`src/rtl/serv_rf_ram_bridge.sv`:
```
// serv_rf_ram_bridge: bit-serial two-read/two-write register file ports mapped onto a W-bit 1R1W synchronous RAM
// i_rreq/i_rreg0/i_rreg1 start a read; o_ready precedes LSB-first o_rdata0/o_rdata1
// i_wreq/i_wreg*/i_wen* start a write; i_wdata0/i_wdata1 arrive LSB first
// o_raddr/o_ren/i_rdata and o_waddr/o_wdata/o_wen drive the RAM macro
module serv_rf_ram_bridge #(
  parameter int width = 8,
  parameter int csr_regs = 4,
  localparam int RW = csr_regs == 0 ? 5 : 6,
  localparam int WPR = 32 / width,
  localparam int AW = $clog2((32 + csr_regs) * WPR)
) (
  input  logic             i_clk,
  input  logic             i_rst,
  input  logic             i_rreq,
  input  logic [RW-1:0]    i_rreg0,
  input  logic [RW-1:0]    i_rreg1,
  output logic             o_ready,
  output logic             o_rdata0,
  output logic             o_rdata1,
  input  logic             i_wreq,
  input  logic [RW-1:0]    i_wreg0,
  input  logic [RW-1:0]    i_wreg1,
  input  logic             i_wen0,
  input  logic             i_wen1,
  input  logic             i_wdata0,
  input  logic             i_wdata1,
  output logic [AW-1:0]    o_waddr,
  output logic [width-1:0] o_wdata,
  output logic             o_wen,
  output logic [AW-1:0]    o_raddr,
  output logic             o_ren,
  input  logic [width-1:0] i_rdata
);
  localparam int LB = $clog2(width);
  localparam int LW = $clog2(WPR);
  typedef enum logic {IDLE, BUSY} st_t;
  st_t rs, ws;
  logic [5:0] rc, wc, rn, rb0, rb1;
  logic [RW-1:0] rr0, rr1, rg0, wr0, wr1;
  logic ract, rgo, rp0, rp1, r0, r1, d0, d1;
  logic [width-1:0] stage, sr0, sr1, c0, c1, n0, n1, s1;
  logic wact, wsamp, wdone, we0, we1, p1;
  logic [AW-1:0] a1;
  function automatic logic [AW-1:0] addr(input logic [RW-1:0] r, input logic [5:0] b);
    return (AW'(r) << LW) | AW'(b >> LB);
  endfunction
  // rn is the cycle number (relative to i_rreq) about to start; strobes are registered one cycle ahead
  assign ract = rs == BUSY;
  assign rgo = ract | i_rreq;
  assign rn = ract ? rc + 6'd1 : 6'd1;
  assign rb0 = rn - 6'd1;
  assign rb1 = rn - 6'd2;
  assign rp0 = rgo && rb0[LB-1:0] == '0 && rb0 < 6'd32;
  assign rp1 = ract && rn >= 6'd2 && rb1[LB-1:0] == '0 && rb1 < 6'd32;
  assign rg0 = ract ? rr0 : i_rreg0;
  assign o_ren = r0 | r1;
  assign o_rdata0 = sr0[0] & (|rr0);
  assign o_rdata1 = sr1[0] & (|rr1);
  always_ff @(posedge i_clk) begin
    if (i_rst) begin
      rs <= IDLE;
      rc <= '0;
      rr0 <= '0;
      rr1 <= '0;
      r0 <= 1'b0;
      r1 <= 1'b0;
      d0 <= 1'b0;
      d1 <= 1'b0;
      o_raddr <= '0;
      o_ready <= 1'b0;
      stage <= '0;
      sr0 <= '0;
      sr1 <= '0;
    end else begin
      if (!ract && i_rreq) begin
        rs <= BUSY;
        rc <= 6'd1;
        rr0 <= i_rreg0;
        rr1 <= i_rreg1;
      end else if (ract) begin
        rc <= rc + 6'd1;
        if (rc == 6'd35) rs <= IDLE;
      end
      r0 <= rp0;
      r1 <= rp1;
      if (rp0 | rp1) o_raddr <= rp0 ? addr(rg0, rb0) : addr(rr1, rb1);
      o_ready <= ract && rc == 6'd2;
      d0 <= r0;
      d1 <= r1;
      // port 0 word arrives a cycle before port 1, so it waits in stage to load both shifters together
      if (d0) stage <= i_rdata;
      sr0 <= d1 ? stage : sr0 >> 1;
      sr1 <= d1 ? i_rdata : sr1 >> 1;
    end
  end
  assign wact = ws == BUSY;
  assign wsamp = wact && wc <= 6'd32;
  assign wdone = wsamp && wc[LB-1:0] == '0;
  assign n0 = {i_wdata0, c0[width-1:1]};
  assign n1 = {i_wdata1, c1[width-1:1]};
  always_ff @(posedge i_clk) begin
    if (i_rst) begin
      ws <= IDLE;
      wc <= '0;
      wr0 <= '0;
      wr1 <= '0;
      we0 <= 1'b0;
      we1 <= 1'b0;
      c0 <= '0;
      c1 <= '0;
      s1 <= '0;
      a1 <= '0;
      p1 <= 1'b0;
      o_wen <= 1'b0;
      o_waddr <= '0;
      o_wdata <= '0;
    end else begin
      if (!wact && i_wreq) begin
        ws <= BUSY;
        wc <= 6'd1;
        wr0 <= i_wreg0;
        wr1 <= i_wreg1;
        we0 <= i_wen0;
        we1 <= i_wen1;
      end else if (wact) begin
        wc <= wc + 6'd1;
        if (wc == 6'd34) ws <= IDLE;
      end
      if (wsamp) begin
        c0 <= n0;
        c1 <= n1;
      end
      // port 1 word completes with port 0 and is written the following cycle
      p1 <= wdone;
      if (wdone) begin
        s1 <= n1;
        a1 <= addr(wr1, wc - 6'd1);
      end
      o_wen <= wdone ? we0 & (|wr0) : p1 & we1;
      if (wdone) begin
        o_waddr <= addr(wr0, wc - 6'd1);
        o_wdata <= n0;
      end else if (p1) begin
        o_waddr <= a1;
        o_wdata <= s1;
      end
    end
  end
endmodule

```
`config.mk`:
```
export PLATFORM = sky130hd
export DESIGN_NAME = serv_rf_ram_bridge
export DESIGN_NICKNAME = d
export VERILOG_FILES = /design/src/rtl/serv_rf_ram_bridge.sv
export SDC_FILE = /design/constraint.sdc
export NUM_CORES = 1
export LEC_CHECK = 0
export CAP_MARGIN = 20
export CORE_ASPECT_RATIO = 1.1
export CORE_UTILIZATION = 30
export DETAILED_ROUTE_END_ITERATION = 6
export DONT_BUFFER_PORTS = 1
export PLACE_DENSITY_LB_ADDON = 0.2
export SETUP_SLACK_MARGIN = 0.5
export SLEW_MARGIN = 30
export SYNTH_ARGS = -nofsm -noshare
export SYNTH_HDL_FRONTEND = slang
export SYNTH_SLANG_ARGS = --single-unit
```
`constraint.sdc`:
```
create_clock -name i_clk -period 3.3 [get_ports i_clk]
set_input_delay 0.66 -clock i_clk [delete_from_list [all_inputs] [get_ports i_clk]]
set_output_delay 0.66 -clock i_clk [all_outputs]
set_load 0.1 [all_outputs]
```
== Word level (Yosys, flattened, before mapping) ==
Cells that the tools add are included.
Storage, ports and cells
  register bits after elaboration: 127
  input bits: 40
  word-level logic and storage cells: 99
Operators by class
  add/subtract/negate cells: 5
  $lt $le $gt $ge: 4
  eq/ne operators: 3
  mux-type cells: 20
  bitwise logic cells: 12
  reduce and logical (&&, ||, !) cells: 24
Operators with widths (count)
  2-to-1 mux 8 bit: 5
  OR 8 x 3 -> 8 bit: 4
  OR reduction 6 bit: 3
  2-to-1 mux 7 bit: 2
  adder 6 x 1 -> 6 bit, second input constant: 2
  == test 6 bit, second input constant: 2
  less-than comparator 6 bit, second input constant: 2
  2-to-1 mux 6 bit: 2
  subtractor 6 x 1 -> 6 bit, second input constant: 2
  2-to-1 mux 1 bit: 11
  logical AND 1 bit: 10
  logical NOT 3 bit: 3
  == test 6 x 2 -> 1 bit, second input constant: 1
  greater-or-equal comparator 6 x 2 -> 1 bit, second input constant: 1
  less-or-equal comparator 6 bit, second input constant: 1
  nonzero test 2 bit: 3
  OR reduction 2 bit: 3
  subtractor 6 x 2 -> 6 bit, second input constant: 1
  bitwise AND 1 bit: 4
  OR 1 bit: 3
  logical NOT 1 bit: 2
  NOT 1 bit: 1

== Logic depth before layout (Yosys ltp) ==
Gate-level depths: netlist (run 1).
  word-level depth: 7
  mapped depth: 9

== Worst setup path before layout (run 1) ==
No wires, ideal clock.
  kind: register to register
  start: reg rc[0]
  end: reg o_raddr[1]
  library setup time: 86 ps
  arrival time: 2350 ps
  slack: 864 ps
  cell stages (with the launch flop): 9
  path buffers: 0
  path through: dfxtp_1 inv_1 ha_1 nand2b_1 ha_1 a2111oi_4 mux2i_2 nor3_1 a211oi_1
Between the ends
  longest elaborated chain between the ends: 7
  elaborated cells between the ends (all ways): 18
  classes of those cells: 3 x add/sub; 3 x order compare; 2 x mux; 3 x bitwise; 7 x reduce/logical
RTL lines
  start, declared: RTL line 38  | logic [5:0] rc, wc, rn, rb0, rb1;
  start signal, assigned: RTL line 81  | rc <= rc + 6'd1;
  adder 6 x 1 -> 6 bit *: RTL line 50  | assign rn = ract ? rc + 6'd1 : 6'd1;
  2-to-1 mux 6 bit *: RTL line 50
  parallel branches: the longest is 5 deep, another holds subtractor 6 x 1 -> 6 bit
  end signal, assigned: RTL line 86  | if (rp0 | rp1) o_raddr <= rp0 ? addr(rg0, rb0) : addr(rr1, rb1);
  end, declared: RTL line 30  | output logic [AW-1:0] o_raddr,
Every way passes the cells marked *.
A chain may end at the register's enable or synchronous reset.

== Worst setup path in the final report (run 1) ==
  start: reg rc[0]
  end: reg o_raddr[2]
The elaborated chain is that of the path after synthesis.

==> impl_results.md, run 1 <==
* Status: complete, no violations
* Fin crit share at 0.795
* # rows at 49
* Diodes inserted at 0
* CTS root buf: clkbuf_16
* Pins Over Slew Limit at 0
* Met3 Routed Length at 798 um
* Hold WC Path Type: in2reg
* Most used cell, CP: ha_1
* Share of the synthesized area in the top cell type at 0.493
* DR pass1 iterations at 4
* Syn Nets at around 610
* WP data required at about 3.6 ns
* Fraction of layout cells with a size suffix above 1 at 0.104
* Post-route ant nets at 0
* Initial antenna violation count at 1
* Fin area at 5940 um^2
* Fmax at 0.381 GHz
* Crit-path slowest cell: a211oi_4
* Setup crit end kind: flip-flop
* Clock Sinks at 125
* Drt drc at 0
* Fin crit period at between 2 and 3 ns
* Cells after Synth at 562
* Vias in the first global route at 3753
* I/O Buffers at 0
* Top cell type by total area after synthesis: dfxtp_1
* Worst-Skew Late Latency at slightly above 0.4 ns
* Leak at 0.00221 uW
* Syn-to-layout area delta at 17.1%
* Data arrival, critical path at 2.93 ns
* Die area at approximately 17000 um^2
* Sequential fraction of the synthesis area at 0.493
* Syn Area/Cell at roughly 9 um^2
* Placed instance area at 5230 um^2
* Dpl ws at about 0.52 ns
* Skew final at 0.00999 ns
* P per Cell Area at between 600 and 700 nW/um^2
* Routed vias at ~3800
* Grt ovf at 0
* Final WL at about 12 mm
* Crit start category: flip-flop
* Final nets at 601
* Combinational group share of total power at 0.064
* Setup TNS at 0 ns
* 1st-iter DRT viols at 174
* RSZ-0062 raised after global routing: false
* Slowest stage delay, CP at 0.43 ns
* Synth top area cells: dfxtp_1 49%, mux2i_1 11%, nand2_1 7.1%
* Final HPWL DP at about 7.7 mm
* Reg2reg path depth at 8
* EDFF count, synth at 0
* Async S/R FF share, synth at 0
* CTS clk-pin slew, worst paths at ~0.060 ns
* Initial Util at 0.309
* Yosys cell types at 48
* Final setup vio count at 0
* CTS Buf Count at 17
* Synth warn at 0
* Clock share of power at 0.488
* Io pins at 69
* VDD IR max at 0.368 mV
* Sequential group share of total power at 0.448
* Final GP Congestion at 0.778
* Netlist Area Pre-Place at 5070 um^2
* H-tree Lvls at 4
* Hold Fails Final Rpt at 0
* Worst slew pin tran at 1.04 ns
* FF+latch count, synth at 125
* Sw Pwr at 1060 uW
* Vias per inst at 4.87
* Die Span X at 126 um
* Ys flop type: dfxtp_1
* Met1 WL at 4.86 mm
* CTS tree: yes
* Most frequent cells in the layout: 122 x dfxtp_1, 96 x nand2_1, 66 x nor2_1
* Core area at ~16000 um^2
* Worst setup margin at just under 0.7 ns
* CTS Hold Bufs at 0
* Worst-path fanout max at 6
* Relative slew slack at 0.307
* First-pass GRT wire length at 18.9 mm
* WL met2 at about 5.6 mm
* DR top layer: met5
* Cell Int Power at 3020 uW
* Most common cell after layout, fill and taps aside: dfxtp_1
* WL/cell at approximately 15 um
* Sw Ratio at 0.260
* Die Height at 138 um
* GR Util All Layers at 0.138
* CP cell instances: inv_1, ha_1, nand2b_2, ha_1, nand4b_1, a211oi_4, mux2i_4, a2111oi_2
* Number of cells on the worst hold path at 1
* Critical setup path kind: reg2reg
* Largest net degree at the start of global routing at 122
* Maxcap violations at 0
* Clock Tree Buf Depth at 2
[flip-flops by register name, indices dropped and copies added, names as in the netlist, 6 cells and up]
name	flops
a1	8
c0	7
c1	7
o_raddr	8
o_waddr	8
o_wdata	8
rc	6
rr0	6
rr1	6
s1	8
sr0	8
sr1	8
stage	8
wc	6
wr0	6
wr1	6
[synthesized netlist by cell type, types with 2 or more instances]
| master | count |
|---|---|
| a211oi_1 | 17 |
| a21oi_1 | 51 |
| a22oi_1 | 5 |
| a31oi_1 | 2 |
| and3b_1 | 2 |
| buf_2 | 3 |
| buf_6 | 4 |
| clkbuf_1 | 28 |
| dfxtp_1 | 125 |
| ha_1 | 7 |
| inv_1 | 10 |
| mux2i_1 | 58 |
| mux2i_2 | 2 |
| nand2_1 | 96 |
| nand2b_1 | 7 |
| nand3_1 | 4 |
| nand4_1 | 3 |
| nor2_1 | 66 |
| nor2b_1 | 6 |
| nor3_1 | 15 |
| nor3b_1 | 2 |
| nor4b_1 | 2 |
| o21ai_0 | 8 |
| o31a_1 | 3 |
| or2_2 | 2 |
| or2b_1 | 2 |
| or4_1 | 3 |
| xnor2_1 | 5 |
| xor2_1 | 5 |
[cell families (layout without fill, tap and decap cells)]
family	count (synthesis)	count (layout)	share of synthesized area
and+or+nand+nor	216	216	0.187
AOI/OAI and AO/OA	97	97	0.121
DFF	125	125	0.493
buffers and inverters	46	50	0.0414
muxes	61	62	0.122
adders and majority gates	7	7	0.0173
xor gates and xnor gates	10	10	0.0173
[area by class of cell]
class	instances	area (um^2)
repair buffers	8	60.1
fillers	1709	10500
inverters	10	37.5
flip-flops and latches	125	2510
clock buffers	23	478
well taps	204	255
clock inverters	9	159
multi-input cells	392	2440
[what timing repair did]
item | 4_1_cts | 5_1_grt
buffers inserted | 0 | 2
setup endpoints to repair | 0 | 8
gates resized for setup | 0 | 8
[worst paths after layout]
path,start,endpoint,slack [ns]
worst max-delay path,rc[0],o_raddr[2],0.68
worst min-delay path,i_rst,stage[7],0.33
worst max register to register,rc[0],o_raddr[2],0.68
worst min register to register,wr1[2],a1[4],0.45
[worst max-delay path: cells and delay by family (launching register included)]
kind / cells / cell delay, ns
muxes: 1 / 0.15
and+or+nand+nor: 2 / 0.46
AOI/OAI and AO/OA: 2 / 0.81
buffers and inverters: 1 / 0.07
adders and majority gates: 2 / 0.67
DFF: 1 / 0.36
[per-stage QoR]
step / total power (uW) / utilization / std cells / hold slack, ns
floorplan: 2060 / - / 562 / 0.429
global placement: 2100 / 0.318 / 736 / 0.435
detailed placement: 2110 / 0.318 / 736 / 0.439
CTS: 4130 / 0.357 / 768 / 0.297
global route: 4240 / 0.362 / 771 / 0.309
finish: 4080 / 0.362 / 771 / 0.330
[routing by layer]
layer / GRT usage / up-vias
li1: - / 1916
met1: 0.151 / 1751
met2: 0.231 / 69
met3: 0.0627 / 19
met4: 0.0577 / 2
met5: 0 / -
[power groups by stage]
stage	clock (uW)	combinational (uW)	sequential, uW
floorplan	0	236	1820
global placement	0	242	1860
detailed placement	0	248	1860
CTS	2050	249	1830
global route	2110	293	1840
finish	1990	262	1830
Power figures use the tool's default switching activity.
==> run 2, diff against run 1 <==
clock period = 2.25 ns   (was 3.3 ns; I/O delays follow)
==> run 2 against run 1 <==
  * Global-route usage is 0.80 points higher
  * Worst setup slack got worse by 0.61 ns
  * Routed wire length up 6.1%
  * Register-to-register slack lost 0.61 ns
  * Flip-flop and latch count is the same
  * Core utilization up 4.8 points
  * Largest power group unchanged
  * Critical path depth is 1 higher
==> impl_results.md, run 2 (synthesis results as in run 1) <==
* Final GP Congestion at ~0.80
* Clock Sinks at 125
* Routed vias at about 4000
* Skew final at 0.00848 ns
* Worst-Skew Late Latency at between 0.4 and 0.5 ns
* Reg2reg path depth at 9
* Pins Over Slew Limit at 0
* 1st-iter DRT viols at between 200 and 250
* Fin area at 6730 um^2
* Final nets at 664
* Hold WC Path Type: in2reg
* WL/cell at 14.6 um
* Largest net degree at the start of global routing at 122
* Number of cells on the worst hold path at 1
* Worst slew pin tran at 0.611 ns
* Crit start category: flip-flop
* First-pass GRT wire length at 20.2 mm
* Grt ovf at 0
* Core area at about 16000 um^2
* GR Util All Layers at 0.146
* Data arrival, critical path at 2.50 ns
* Post-route ant nets at 0
* Io pins at 69
* Final HPWL DP at 8.02 mm
* Hold Fails Final Rpt at 0
* Setup TNS at 0 ns
* Drt drc at 0
* RSZ-0062 raised after global routing: true
* Clock Tree Buf Depth at 2
* H-tree Lvls at 4
* Diodes inserted at 0
* Syn-to-layout area delta at 32.7%
* DR pass1 iterations at 5
* Final WL at 12.2 mm
* Die Span X at 126 um
* I/O Buffers at 0
* Placed instance area at 5680 um^2
* Hold slack at 0.106 ns
* Reg2Reg Setup Slack at around 0.069 ns
* Maxcap violations at 0
* Die area at 17400 um^2
* Worst-path fanout max at 5
* Fin crit period at roughly 2.2 ns
* # rows at 49
* WP data required at roughly 2.6 ns
* # fillers at between 1500 and 2000
* Fmax at 0.458 GHz
* Reg area at approximately 2500 um^2
* Initial antenna violation count at 0
* CTS tree: yes
* Status: complete, no violations
* Setup crit end kind: flip-flop
* Util after Layout at 0.410
* Vias per inst at about 4.9
* Relative slew slack at 0.591
* Initial Util at 0.309
* Fin crit share at 0.969
* CTS root buf: clkbuf_16
* CTS clk-pin slew, worst paths at 0.06 ns
* Critical setup path kind: reg2reg
* VDD IR max at roughly 0.53 mV
* CTS Buf Count at 17
* Multi-input gate area at 2640 um^2
* Die Height at 138 um
* P per Cell Area at between 900 and 1000 nW/um^2
* Vias in the first global route at 3986
* CTS Hold Bufs at 0
* Most frequent cells in the layout: 116 x dfxtp_1, 94 x nand2_1, 66 x nor2_1
* Final setup vio count at 0
* Fraction of layout cells with a size suffix above 1 at 0.244
* Most common cell after layout, fill and taps aside: dfxtp_1
* Leak at 0.00261 uW
run 2: cell count changes in the layout (fill, tap and decap cells not counted), sizes merged:
cell,delta
clkinvlp,+1
buf,+62
clkbuf,-5
inv,+1
o2111ai,+1
clkinv,-1
bufinv,+4
run 2: path summary, 6_finish.rpt:
path	start	to
max	rc[0]	o_raddr[2]
min	i_rst	wr0[5]
max reg2reg	rc[0]	o_raddr[2]
min reg2reg	c1[1]	s1[0]
run 2: critical path, stage by stage (launching register included):
cell       delay (ns)
dfxtp_4          0.37
ha_4             0.16
xor2_2           0.18
nand2_2          0.11
ha_4             0.28
nand4b_1         0.17
buf_4            0.21
a2bb2oi_4        0.19
mux2i_4          0.13
a2111oi_2        0.30
run 2: what timing repair did:
item,in CTS,in global routing
resized for setup,25,12
pin swaps,10,6
setup buffers,13,7
endpoints found under the setup margin,59,49
gates cloned,2,0
run 2: routing by layer:
layer | part of all wire | up-vias | GRT usage
li1 | - | 2045 | -
met1 | 0.44 | 1900 | 0.172
met2 | 0.49 | 82 | 0.247
met3 | 0.053 | 18 | 0.0445
met4 | 0.015 | 0 | 0.0590
met5 | 0 | - | 0
run 2: per-stage QoR:
| step | total power (uW) | instances | worst slack (ns) |
|---|---|---|---|
| 3_3_place_gp | 3190 | 780 | 0.00378 |
| 4_1_cts | 6620 | 827 | 0.0614 |
| 2_1_floorplan | 3050 | 562 | 0.0875 |
| 5_1_grt | 6800 | 834 | -0.0524 |
| 6_report | 6570 | 834 | 0.0686 |
| 3_5_place_dp | 3200 | 780 | -0.0717 |
run 2: report_power, final:
| group | internal (uW) | switching [uW] |
|---|---|---|
| clock network | 2330 | 1000 |
| registers | 2310 | 68.3 |
| logic | 290 | 564 |
| total | 4930 | 1630 |
run 2: layout make-up:
| type | instances | share of cell area |
|---|---|---|
| inverter | 10 | 0.00669 |
| multi-input combinational | 393 | 0.392 |
| sequential | 125 | 0.375 |
| tap | 204 | 0.0379 |
| clock inverter | 14 | 0.0426 |
| timing repair buffer | 70 | 0.0800 |
| clock buffer | 18 | 0.0653 |
==> run 3, diff against run 2 <==
CORE_MARGIN = 5   (was not set)
==> run 3 against run 2 <==
  * The run now ends with negative setup slack left
  * Die area is 12% higher
  * Sequential share of layout area up 0.13 points
  * Combinational power is 4.4% higher
  * Flip-flop and latch count did not move
  * Clock-buffer cell count up 4
  * Routed wire length rose by 2.2%
  * Worst setup slack got worse by 0.091 ns
  * Design area fell by 0.19%
  * Clock skew is 0.0013 ns lower
  * Final cell count shrank 0.48%
  * Clock power is 16% lower
  * Total power is 7.4% lower
  * Largest cell class unchanged
==> impl_results.md, run 3 (synthesis results as in run 1) <==
* Status: finished, violations left
* Failing checks: negative setup slack
* Setup crit end kind: flip-flop
* GR Util All Layers at 0.129
* Io pins at between 60 and 70
* Relative slew slack at 0.574
* Util after Layout at 0.407
* 1st-iter DRT viols at approximately 210
* Die Height at 146 um
* Skew final at 0.00718 ns
* Fmax at around 0.44 GHz
* Most common cell after layout, fill and taps aside: dfxtp_1
* RSZ-0062 raised after global routing: true
* Crit start category: flip-flop
* VDD IR max at ~0.49 mV
* Hold Fails Final Rpt at 0
* CP bufs+invs at 0
* Diodes inserted at 0
* Critical setup path kind: reg2reg
* Final setup vio count at 2
* Die area at 19600 um^2
* Die Span X at 134 um
* Slowest stage delay, CP at 0.43 ns
* Data arrival, critical path at 2.58 ns
* Core area at around 16000 um^2
* Initial Util at 0.308
* Worst setup margin at -0.0225 ns
* Crit-path slowest cell: a211oi_4
* Grt ovf at 0
* Fin crit period at 2.27 ns
* Fraction of layout cells with a size suffix above 1 at 0.264
* Worst flop-to-flop path endpoint: o_raddr[2]
* Worst hold start: i_rst
* Placed instance area at 5640 um^2
* Largest net degree at the start of global routing at 122
* CTS tree: yes
* WL/cell at around 15 um
* Vias per inst at ~4.9
* Worst r2r src: rc[0]
* Reg2reg path depth at 8
* Clock Sinks at roughly 130
* Clock Tree Buf Depth at 2
* Drt drc at 0
* Worst slew pin tran at approximately 0.64 ns
* First-pass GRT wire length at 20.3 mm
* DR pass1 iterations at 5
* Number of cells on the worst hold path at 1
* Final WL at approximately 12 mm
* P per Cell Area at 905 nW/um^2
* Placed Cells at slightly below 800
* Fin area at 6720 um^2
* CTS clk-pin slew, worst paths at 0.06 ns
* WP data required at 2.55 ns
* CTS Buf Count at 17
* I/O Buffers at 0
* Final HPWL DP at 8.07 mm
* Fin crit share at 1.01
* Hold WC Path Type: in2reg
* Vias in the first global route at 3990
* Maxcap violations at 0
* Fin cells at 830
* Pwr Total at around 6100 uW
* Dpl ws at -0.0529 ns
* Most used cell, CP: ha_4
* Initial antenna violation count at 0
* Final GP Congestion at about 0.8
* Final nets at 660
* # rows at 49
* CP delay by family, top: compound AO/OA/AOI/OAI gates
* Routed vias at 4065
* Syn-to-layout area delta at 32.4%
* Worst hold path endpoint: wr0[5]
* H-tree Lvls at 4
* CTS root buf: clkbuf_16
* Most frequent cells in the layout: 113 x dfxtp_1, 94 x nand2_1, 65 x nor2_1
* CP cell instances: ha_4, xor2_2, nand2_2, ha_4, nand4b_1, a211oi_4, mux2i_4, a2111oi_2
* Pins Over Slew Limit at 0
* Worst-Skew Late Latency at 0.41 ns
* Worst-path fanout max at 4
* Reg2Reg Setup Slack at -0.02 ns
* Post-route ant nets at 0
* Leak at 0.00258 uW
run 3: worst max-delay path by stage:
stage	startpoint	slack [ns]	endpoint	cells after the start
6_report	rc[0]	-0.02	o_raddr[2]	8
5_1_grt	rc[0]	-0.15	o_raddr[2]	8
4_1_cts	rr1[5]	0.07	o_rdata1	2
3_5_place_dp	rc[0]	-0.05	o_raddr[3]	8
3_3_place_gp	rc[0]	0.02	o_raddr[1]	8
2_1_floorplan	rc[0]	0.09	o_raddr[0]	8
run 3: stage by stage:
stage	TNS [ns]	hold slack [ns]
global placement	0	0.433
finish	-0.0348	0.105
global route	-0.685	0.0810
CTS	0	0.0857
detailed placement	-0.210	0.440
floorplan	0	0.429
run 3: power by group:
part / switching [uW] / internal, uW / total, uW / leakage (uW)
Combinational: 580 / 312 / 892 / 0.00126
Clock: 982 / 1830 / 2810 / 0.000297
Sequential: 69.1 / 2310 / 2380 / 0.00102
run 3: per-layer routing:
layer / share of wire / vias to the layer above / GRT usage
met5: 0 / - / 0
met4: 0.018 / 0 / 0.0499
met3: 0.057 / 19 / 0.0485
met2: 0.49 / 84 / 0.210
met1: 0.44 / 1933 / 0.154
li1: - / 2029 / -
run 3: worst reg2reg max path, delay by kind of cell (launching register included):
family / cells / cell delay (ns)
AOI/OAI and AO/OA: 2 / 0.75
adders and majority gates: 2 / 0.42
DFF: 1 / 0.38
and+or+nand+nor: 2 / 0.30
xor gates and xnor gates: 1 / 0.17
muxes: 1 / 0.16
run 3: what timing repair did:
action	4_1_cts	5_1_grt
endpoints found under the setup margin	55	56
setup buffers	12	10
cloned	1	0
resized for setup	41	25
hold buffers	0	0
pin swaps	9	7
run 3: cell type report:
type	instances	area, um^2
Clock buffer	22	474
Clock inverter	10	135
Fill cell	1604	9780
Inverter	10	48.8
Multi-Input combinational cell	392	2730
Sequential cell	125	2530
Tap cell	204	255
Timing Repair Buffer	67	548
